**src/rtl/lc3_ctrl_pkg.sv**
```systemverilog
`default_nettype none
// ============================================================================
//  Module   : lc3_ctrl_pkg
//  Purpose  : Opcodes, sequencer states and memory-phase encodings for the
//             LC-3 pipeline controller.
//  Revision : 1.0  initial release
// ============================================================================
package lc3_ctrl_pkg;

    localparam logic [3:0] OP_BR  = 4'b0000;
    localparam logic [3:0] OP_ADD = 4'b0001;
    localparam logic [3:0] OP_LD  = 4'b0010;
    localparam logic [3:0] OP_ST  = 4'b0011;
    localparam logic [3:0] OP_AND = 4'b0101;
    localparam logic [3:0] OP_LDR = 4'b0110;
    localparam logic [3:0] OP_STR = 4'b0111;
    localparam logic [3:0] OP_NOT = 4'b1001;
    localparam logic [3:0] OP_LDI = 4'b1010;
    localparam logic [3:0] OP_STI = 4'b1011;
    localparam logic [3:0] OP_JMP = 4'b1100;
    localparam logic [3:0] OP_LEA = 4'b1110;

    typedef enum logic [1:0] {
        ST_RUN  = 2'd0,
        ST_MEM  = 2'd1,
        ST_CTRL = 2'd2
    } ctrl_state_t;

    typedef enum logic [1:0] {
        MS_READ  = 2'd0,
        MS_IND   = 2'd1,
        MS_WRITE = 2'd2,
        MS_IDLE  = 2'd3
    } mem_state_t;

    function automatic logic is_mem_op(input logic [3:0] op);
        return (op == OP_LD)  || (op == OP_LDR) || (op == OP_LDI) ||
               (op == OP_ST)  || (op == OP_STR) || (op == OP_STI);
    endfunction

    // Indirect forms spend their first phase fetching the effective address.
    function automatic mem_state_t first_mem_state(input logic [3:0] op);
        case (op)
            OP_LD, OP_LDR:  return MS_READ;
            OP_ST, OP_STR:  return MS_WRITE;
            OP_LDI, OP_STI: return MS_IND;
            default:        return MS_IDLE;
        endcase
    endfunction

endpackage
`default_nettype wire

```
**src/rtl/lc3_hazard_detect.sv**
```systemverilog
`default_nettype none
// ============================================================================
//  Module   : lc3_hazard_detect
//  Purpose  : Combinational operand-bypass selects from the decode and
//             execute instructions.
//  Revision : 1.0  initial release
// ============================================================================
module lc3_hazard_detect
    import lc3_ctrl_pkg::*;
(
    input  logic [15:0] ir,
    input  logic [15:0] ir_exec,
    input  logic        active,
    output logic        bypass_alu_1,
    output logic        bypass_alu_2,
    output logic        bypass_mem_1,
    output logic        bypass_mem_2
);

    logic w_use_sr1;
    logic w_use_sr2;
    logic w_alu_src;
    logic w_mem_src;
    logic w_hit_1;
    logic w_hit_2;
    logic w_unused_bits;

    always_comb begin
        w_use_sr1 = 1'b0;
        w_use_sr2 = 1'b0;
        case (ir[15:12])
            OP_ADD, OP_AND: begin
                w_use_sr1 = 1'b1;
                w_use_sr2 = ~ir[5];
            end
            OP_NOT, OP_LDR, OP_STR, OP_JMP: w_use_sr1 = 1'b1;
            default: ;
        endcase
    end

    always_comb begin
        w_alu_src = 1'b0;
        w_mem_src = 1'b0;
        case (ir_exec[15:12])
            OP_ADD, OP_AND, OP_NOT, OP_LEA: w_alu_src = 1'b1;
            OP_LD, OP_LDR, OP_LDI:          w_mem_src = 1'b1;
            default: ;
        endcase
    end

    assign w_hit_1 = active & w_use_sr1 & (ir[8:6] == ir_exec[11:9]);
    assign w_hit_2 = active & w_use_sr2 & (ir[2:0] == ir_exec[11:9]);

    assign bypass_alu_1 = w_hit_1 & w_alu_src;
    assign bypass_alu_2 = w_hit_2 & w_alu_src;
    assign bypass_mem_1 = w_hit_1 & w_mem_src;
    assign bypass_mem_2 = w_hit_2 & w_mem_src;

    assign w_unused_bits = ^{ir[11:9], ir[4:3], ir_exec[8:0]};

endmodule
`default_nettype wire

```
**src/rtl/lc3_pipe_controller.sv**
```systemverilog
`default_nettype none
// ============================================================================
//  Module   : lc3_pipe_controller
//  Purpose  : LC-3 pipeline sequencer: stage enables, memory/control stalls,
//             branch resolution and bypass selects.
//             Define LC3_CTRL_STALL_CNT_EN to add the stall_count output.
//  Revision : 1.0  initial release
// ============================================================================
module lc3_pipe_controller
    import lc3_ctrl_pkg::*;
#(
    parameter int CTRL_WAIT = 3,
    parameter int CNT_W     = 16
) (
    input  logic             clk,
    input  logic             rst,
    input  logic             complete_instr,
    input  logic             complete_data,
    input  logic [15:0]      IMem_dout,
    input  logic [15:0]      IR,
    input  logic [15:0]      IR_Exec,
    input  logic [2:0]       NZP,
    input  logic [2:0]       psr,
    output logic             enable_fetch,
    output logic             enable_decode,
    output logic             enable_execute,
    output logic             enable_writeback,
    output logic             enable_updatePC,
    output logic             br_taken,
    output logic [1:0]       mem_state,
`ifdef LC3_CTRL_STALL_CNT_EN
    output logic [CNT_W-1:0] stall_count,
`endif
    output logic             bypass_alu_1,
    output logic             bypass_alu_2,
    output logic             bypass_mem_1,
    output logic             bypass_mem_2
);

    localparam int c_wait_w = (CTRL_WAIT < 1) ? 1 : $clog2(CTRL_WAIT + 1);

    ctrl_state_t         r_state;
    mem_state_t          r_mem_state;
    logic [c_wait_w-1:0] r_cnt;
    logic                r_br_taken;
    logic                r_ind_store;
    logic                r_ctrl_jmp;

    logic w_run;
    logic w_mem;
    logic w_ctrl;
    logic w_fetch_ctrl;
    logic w_last_wait;
    logic w_br_decision;
    logic w_unused_imem;

    assign w_run  = (r_state == ST_RUN);
    assign w_mem  = (r_state == ST_MEM);
    assign w_ctrl = (r_state == ST_CTRL);

    assign w_fetch_ctrl  = w_run & complete_instr &
                           ((IMem_dout[15:12] == OP_BR) | (IMem_dout[15:12] == OP_JMP));
    assign w_last_wait   = w_ctrl & (r_cnt == c_wait_w'(1));
    assign w_br_decision = r_ctrl_jmp | (|(NZP & psr));

    always_ff @(posedge clk) begin
        if (!rst) begin
            r_state     <= ST_RUN;
            r_mem_state <= MS_IDLE;
            r_cnt       <= '0;
            r_br_taken  <= 1'b0;
            r_ind_store <= 1'b0;
            r_ctrl_jmp  <= 1'b0;
        end else begin
            case (r_state)
                ST_MEM: begin
                    // The wait counter is frozen here; a pending control wait resumes afterwards.
                    if (complete_data) begin
                        if (r_mem_state == MS_IND) begin
                            r_mem_state <= r_ind_store ? MS_WRITE : MS_READ;
                        end else begin
                            r_mem_state <= MS_IDLE;
                            r_state     <= (r_cnt != '0) ? ST_CTRL : ST_RUN;
                        end
                    end
                end
                default: begin
                    if (w_ctrl) begin
                        r_cnt <= r_cnt - c_wait_w'(1);
                        if (w_last_wait) begin
                            r_br_taken <= w_br_decision;
                        end
                    end else if (w_fetch_ctrl) begin
                        r_cnt      <= c_wait_w'(CTRL_WAIT);
                        r_ctrl_jmp <= (IMem_dout[15:12] == OP_JMP);
                    end

                    if (is_mem_op(IR_Exec[15:12])) begin
                        r_state     <= ST_MEM;
                        r_mem_state <= first_mem_state(IR_Exec[15:12]);
                        r_ind_store <= (IR_Exec[15:12] == OP_STI);
                    end else if (w_last_wait) begin
                        r_state <= ST_RUN;
                    end else if (w_fetch_ctrl && (CTRL_WAIT > 0)) begin
                        r_state <= ST_CTRL;
                    end
                end
            endcase
        end
    end

    assign enable_fetch     = rst & w_run;
    assign enable_decode    = rst & ~w_mem;
    assign enable_execute   = rst & ~w_mem;
    assign enable_writeback = rst & (~w_mem | ((r_mem_state == MS_READ) & complete_data));
    assign enable_updatePC  = rst & ((w_run & complete_instr) | w_last_wait);
    assign mem_state        = r_mem_state;

    // The decision is presented live in its update cycle and held afterwards.
    assign br_taken = (rst & w_last_wait) ? w_br_decision : r_br_taken;

    lc3_hazard_detect u_hazard (
        .ir           (IR),
        .ir_exec      (IR_Exec),
        .active       (rst & w_run),
        .bypass_alu_1 (bypass_alu_1),
        .bypass_alu_2 (bypass_alu_2),
        .bypass_mem_1 (bypass_mem_1),
        .bypass_mem_2 (bypass_mem_2)
    );

`ifdef LC3_CTRL_STALL_CNT_EN
    logic [CNT_W-1:0] r_stall_count;

    always_ff @(posedge clk) begin
        if (!rst) begin
            r_stall_count <= '0;
        end else if (!enable_fetch && (r_stall_count != '1)) begin
            r_stall_count <= r_stall_count + CNT_W'(1);
        end
    end

    assign stall_count = r_stall_count;
`else
    logic [CNT_W-1:0] w_unused_stall;
    assign w_unused_stall = '0;
`endif

    assign w_unused_imem = ^IMem_dout[11:0];

endmodule
`default_nettype wire

```
**config.mk**
```make
export PLATFORM = sky130hd
export DESIGN_NAME = lc3_pipe_controller
export DESIGN_NICKNAME = d
export VERILOG_FILES = /design/src/rtl/lc3_ctrl_pkg.sv /design/src/rtl/lc3_hazard_detect.sv /design/src/rtl/lc3_pipe_controller.sv
export SDC_FILE = /design/constraint.sdc
export NUM_CORES = 1
export LEC_CHECK = 0
export BUFFER_PORTS_ARGS = -buffer_cell sky130_fd_sc_hd__buf_2
export CAP_MARGIN = 10
export CORE_MARGIN = 10
export CORE_UTILIZATION = 40
export CTS_CLUSTER_DIAMETER = 80
export CTS_CLUSTER_SIZE = 40
export DETAILED_ROUTE_END_ITERATION = 10
export GPL_TIMING_DRIVEN = 0
export PLACE_DENSITY = 0.82
export SLEW_MARGIN = 20
export SYNTH_ARGS = -nofsm -noshare
export SYNTH_HDL_FRONTEND = slang
export SYNTH_SLANG_ARGS = --single-unit
```
**constraint.sdc**
```tcl
create_clock -name clk -period 2.93 [get_ports clk]
set_clock_uncertainty 0.15 [all_clocks]
set_input_delay 0.1465 -clock clk [delete_from_list [all_inputs] [get_ports clk]]
set_output_delay 0.1465 -clock clk [all_outputs]
set_load 0.1 [all_outputs]
```
======== Word level (Yosys, flattened, before mapping) ========
Index checks and enable logic that the tools add are counted.
word-level totals
  bits in writable memories ............... 0
  ROM bits ................................ 0
  register bits after elaboration ......... 9
  latch bits .............................. 0
  output and inout bits ................... 12
  memories ................................ 0
operators by class
  multiply operators ...................... 0
  equal/unequal tests ..................... 25
  add/subtract/negate cells ............... 1
  multiplexer cells ....................... 20
  divide/modulo/power cells ............... 0
  reductions and logical operators ........ 26
  bitwise gates (word level) .............. 25
  shift operators ......................... 0
  magnitude comparators ................... 0
operators by type and width
  operator                                              count
  equality test 4 bit (second input constant)           7
  two-way mux 2 bit                                     14
  equality test 4 x 3 -> 1 bit (second input constant)  6
  AND 1 bit                                             17
  AND reduction 3 bit                                   3
  equality test 4 x 1 -> 1 bit (second input constant)  2
  equality test 4 x 2 -> 1 bit (second input constant)  2
  OR reduction 2 bit                                    4
  equality test 2 x 1 -> 1 bit (second input constant)  3
  equality test 3 bit                                   2
  case mux 2 bit (3 select lines)                       1
  AND reduction 2 bit                                   3
  nonzero test 2 bit                                    3
  OR reduction 3 bit                                    2
  OR reduction 6 bit                                    1
  logical OR 1 bit                                      5
  two-way mux 1 bit                                     5
  logical NOT 2 bit                                     2
  logical NOT 4 bit                                     1
  != test 2 bit (second input constant)                 2
  bitwise OR 1 bit                                      4
  nonzero test 4 bit                                    1
  OR reduction 4 bit                                    1
  AND 3 bit                                             1
  3 further kinds                                       5

======== Logic depth before layout (Yosys ltp) ========
  depth after elaboration ................. 8
  depth in mapped cells ................... 5
  gate-level depth less buffers ........... 5

======== Modules after synthesis ========
Synthesis repeated with hierarchy kept, for this count alone.
unflattened totals
  cell total of the unflattened synthesis .. 97
  area, all modules ....................... 829.5 um2
modules (own cells, without submodules)
  module               area an instance (um2)  times used  cells each
  lc3_pipe_controller  635.6                   1           73
  lc3_hazard_detect    193.9                   1           24

======== Worst setup path before layout ========
No wires, ideal clock.
  kind .................................... register to output
  start point ............................. register r_state[0]
  end point ............................... output port bypass_mem_1
  stages on the path, launching flop included .. 5
  path slack .............................. -1.820 ns
  arrival time ............................ 4.454 ns
  required time ........................... 2.634 ns
  cell sequence ........................... dfxtp_1 -> buf_6 -> nor3b_4 -> nand4_1 -> nor4_1
between the ends
  word-level cells in the longest chain between the ends .. 5
ends and longest elaborated chain
  element                   line                       RTL
  start: declaration        lc3_pipe_controller.sv:42  ctrl_state_t r_state;
  start signal: assignment  lc3_pipe_controller.sv:83  r_state <= (r_cnt != '0) ? ST_CTRL : ST_RUN;
  logical NOT 2 bit         lc3_pipe_controller.sv:57  assign w_run = (r_state == ST_RUN);
  AND 1 bit                 --
  named net enable_fetch    lc3_pipe_controller.sv:24  output logic enable_fetch,
  AND 1 bit (2 in series)   lc3_hazard_detect.sv:51    assign w_hit_1 = active & w_use_sr1 & (ir[8:6] == ir_exec[11:9]);
  AND 1 bit                 lc3_hazard_detect.sv:56    assign bypass_mem_1 = w_hit_1 & w_mem_src;
  end: declaration          lc3_pipe_controller.sv:36  output logic bypass_mem_1,
The timed path passes the listed nets, and every way through them passes these cells.

======== Worst setup path in the final report ========
  start point ............................. input port rst
  end point ............................... output port bypass_mem_2
between the ends
  word-level cells in the longest chain between the ends .. 4
ends and longest elaborated chain
  element                  line                        RTL
  start: declaration       lc3_pipe_controller.sv:16   input logic rst,
  AND 1 bit                lc3_pipe_controller.sv:125  .active (rst & w_run),
  AND 1 bit (2 in series)  lc3_hazard_detect.sv:52     assign w_hit_2 = active & w_use_sr2 & (ir[2:0] == ir_exec[11:9]);
  AND 1 bit                lc3_hazard_detect.sv:57     assign bypass_mem_2 = w_hit_2 & w_mem_src;
  end: declaration         lc3_pipe_controller.sv:37   output logic bypass_mem_2
Every way passes these cells.

==> flow_summary.yaml <==
power:
  pwr-share-comb_pct: 44.8
  seqPwrFrac_pct: 32.1
  switchingPower_uw: 180
  power.density_nw_per_um2: 371
  p_leak_nw: 0.512
  p_sw_share_pct: 42.6
  vdd_drop_max_v: 0.000211
  clockPowerShare_pct: 23.1
  p_int_uw: 243
setup_path:
  crit_path_end_kind: "output pin"
  crit_fanout: 8
  crit_required_ns: 2.63
  cp_cell_sequence: "dlygate4sd3_1 > buf_4 > nor3b_4 > nand3_1 > nor4_4 > buf_2"
  reg2reg_depth: 4
  crit_slowest_cell: "dlygate4sd3_1"
  slowest_delay_ns: 0.52
  arrival_ns: 2.03
  startpoint_type: "input pin"
  critical_path_class: "input pin to output pin"
clocking:
  ctsResizeCount: 0
  ctsRootBufferMaster: "clkbuf_4"
  post_cts_buffers: 0
  clk_pin_slew_worst_paths_ns: 0.06
  h-tree-depth: 1
  cts.sinks: 9
  numCtsBuffers: 3
  cts_tree: "done"
  insertion_delay_ns: 0.26
  cts_max_path_buffers: 2
synthesis:
  yosys.area.top_type: "dfxtp_1"
  yosys-top-cells-area: "dfxtp_1, xnor2_1, nor2_1"
  ys.flop_type: "dfxtp_1"
  syn-cell-area_sq_um: 801
  ys_seq_elements: 9
  synthesis.nets: 155
  ys_async_sr_fraction_pct: 0
  synthTopCellsByCount: "dfxtp_1, nor2_1, xnor2_1, a21oi_1, nand2_1"
  ys_seq_area_share_pct: 22.5
  syn_avg_cell_area_sq_um: 8.43
  synth_top_area_share_pct: 22.5
  syn-instance-count: 95
  ys_warn_count: 0
  yosysUniqueCellTypes: 41
  synth_edf_count: 0
run:
  drv_cap: 0
placed_design:
  dp_cells: 164
  hpwl_um: 2030
  gp_congestion: 0.742
  port_buffers: 42
  dpl_cell_area_sq_um: 1100
sta:
  finalSetupTns_ns: 0
  period_needed_ns: 2.33
  finalSetupViolCount: 0
  tightest_slew_ns: 0.661
  hold_violations: 0
  max_freq_ghz: 0.429
  slew_viol_final: 0
  slew-limit-headroom_pct: 55.7
  period_share_pct: 79.5
  rsz0062_at_grt: "no"
die:
  rows: 16
  dieArea_sq_um: 4190
  die_height_um: 64.7
  die_w_um: 64.7
  coreArea_sq_um: 1940
  io_pins: 70
  start_util_pct: 41.2
cells_and_area:
  diodes: 0
  fin_area_sq_um: 1140
  drive_gt1_share_pct: 44.4
  syn_to_final_growth_pct: 42.2
  fin_nets: 203
  instances_no_fill: 169
routing:
  routed_wl_um: 2370
  drcViolationCount: 0
  drt-initial-drc-count: 27
  ant_nets: 0
  wl_per_cell_um: 14.0
  via_per_inst: 5.25
  via_count: 887
  dr.pass1.iters: 4
global_routing:
  grt_overflow: 0
  antenna_found_initial: 0
  grt_pass1_wl_um: 4110
  grt_usage_pct: 11.5
  grt_pass1_vias: 993
  grt_max_degree: 10
worst_hold_path:
  holdPathStages: 3
  min_path_type: "input pin to flip-flop"
outcome:
  status: "complete, no violations"
layout make-up:
| class | count | area (sq um) |
|---|---|---|
| timing repair buffer | 43 | 220 |
| multi-input combinational | 77 | 621 |
| inverter | 4 | 15.0 |
| fill | 187 | 803 |
| sequential | 9 | 180 |
| clock buffer | 4 | 26.3 |
| buffer | 5 | 42.5 |
| tap | 27 | 33.8 |
state kept, by name, indices dropped and copies added (netlist names):
name,count
mem_state,2
r_br_taken,1
r_cnt,2
r_ctrl_jmp,1
r_ind_store,1
r_state,2
layout by cell type, fill, tap and decap left out, types with 2 or more instances in the layout:
cell	n
a211oi_1	2
a21bo_2	2
a21oi_1	5
a31oi_1	3
and4b_1	2
buf_2	43
buf_4	2
buf_6	2
clkbuf_4	3
dfxtp_1	9
ha_1	2
inv_1	3
nand2_1	5
nand2b_1	2
nand3_1	3
nand4_1	2
nor2_1	9
nor2b_1	4
nor3_4	2
nor4_4	3
o211ai_1	2
o21ai_0	3
xnor2_1	7
worst paths after layout:
kind / from / to / slack (ns)
max: rst / bypass_mem_2 / 0.60
min reg2reg: r_ind_store / r_ind_store / 0.33
max reg2reg: r_cnt[0] / r_state[1] / 1.45
min: IMem_dout[15] / r_ctrl_jmp / 0.05
routing by layer:
layer / wire [um] / vias up / global-route usage, % / part of all wire, %
met5: 0 / - / 0 / 0
met4: 22 / 0 / 4.81 / 0.93
met3: 132 / 2 / 2.23 / 5.6
met2: 1250 / 33 / 21.7 / 53
met1: 963 / 404 / 12.1 / 41
li1: - / 448 / - / -
metrics by stage:
step	total power [mW]	setup slack, ns	utilization [%]	hold WS [ns]
2_1_floorplan	0.277	-0.232	-	0.158
3_3_place_gp	0.322	1.03	56.8	0.257
3_5_place_dp	0.328	0.981	56.8	0.261
4_1_cts	0.425	0.540	58.6	0.0498
5_1_grt	0.443	0.485	58.6	0.0673
6_report	0.423	0.600	58.6	0.0521
power by group through the flow:
stage / sequential [mW] / clock [mW] / combinational (mW)
floorplan: 0.157 / 0 / 0.119
global placement: 0.138 / 0 / 0.185
detailed placement: 0.139 / 0 / 0.189
CTS: 0.136 / 0.0981 / 0.191
global route: 0.137 / 0.102 / 0.204
finish: 0.136 / 0.0976 / 0.189
cells by family after synthesis:
kind of cell	Yosys count	synth area share, %
AND/OR/NAND/NOR	42	35.3
flip-flops	9	22.5
AO/OA/AOI/OAI	25	23.0
buffers and inverters	9	7.19
XOR/XNOR	7	7.66
multiplexers	1	1.25
adder cells (fa/ha/maj)	2	3.12
worst max-delay path, delay by kind of cell:
| kind | cells | cell delay [ns] |
|---|---|---|
| buffers and inverters | 3 | 1.13 |
| AND/OR/NAND/NOR | 3 | 0.74 |
repair_timing:
action,CTS,global route
hold endpoints to repair,1,0
hold buffers,1,0
setup endpoints to repair,0,0
No activity file was read; power rests on OpenSTA's default activity.
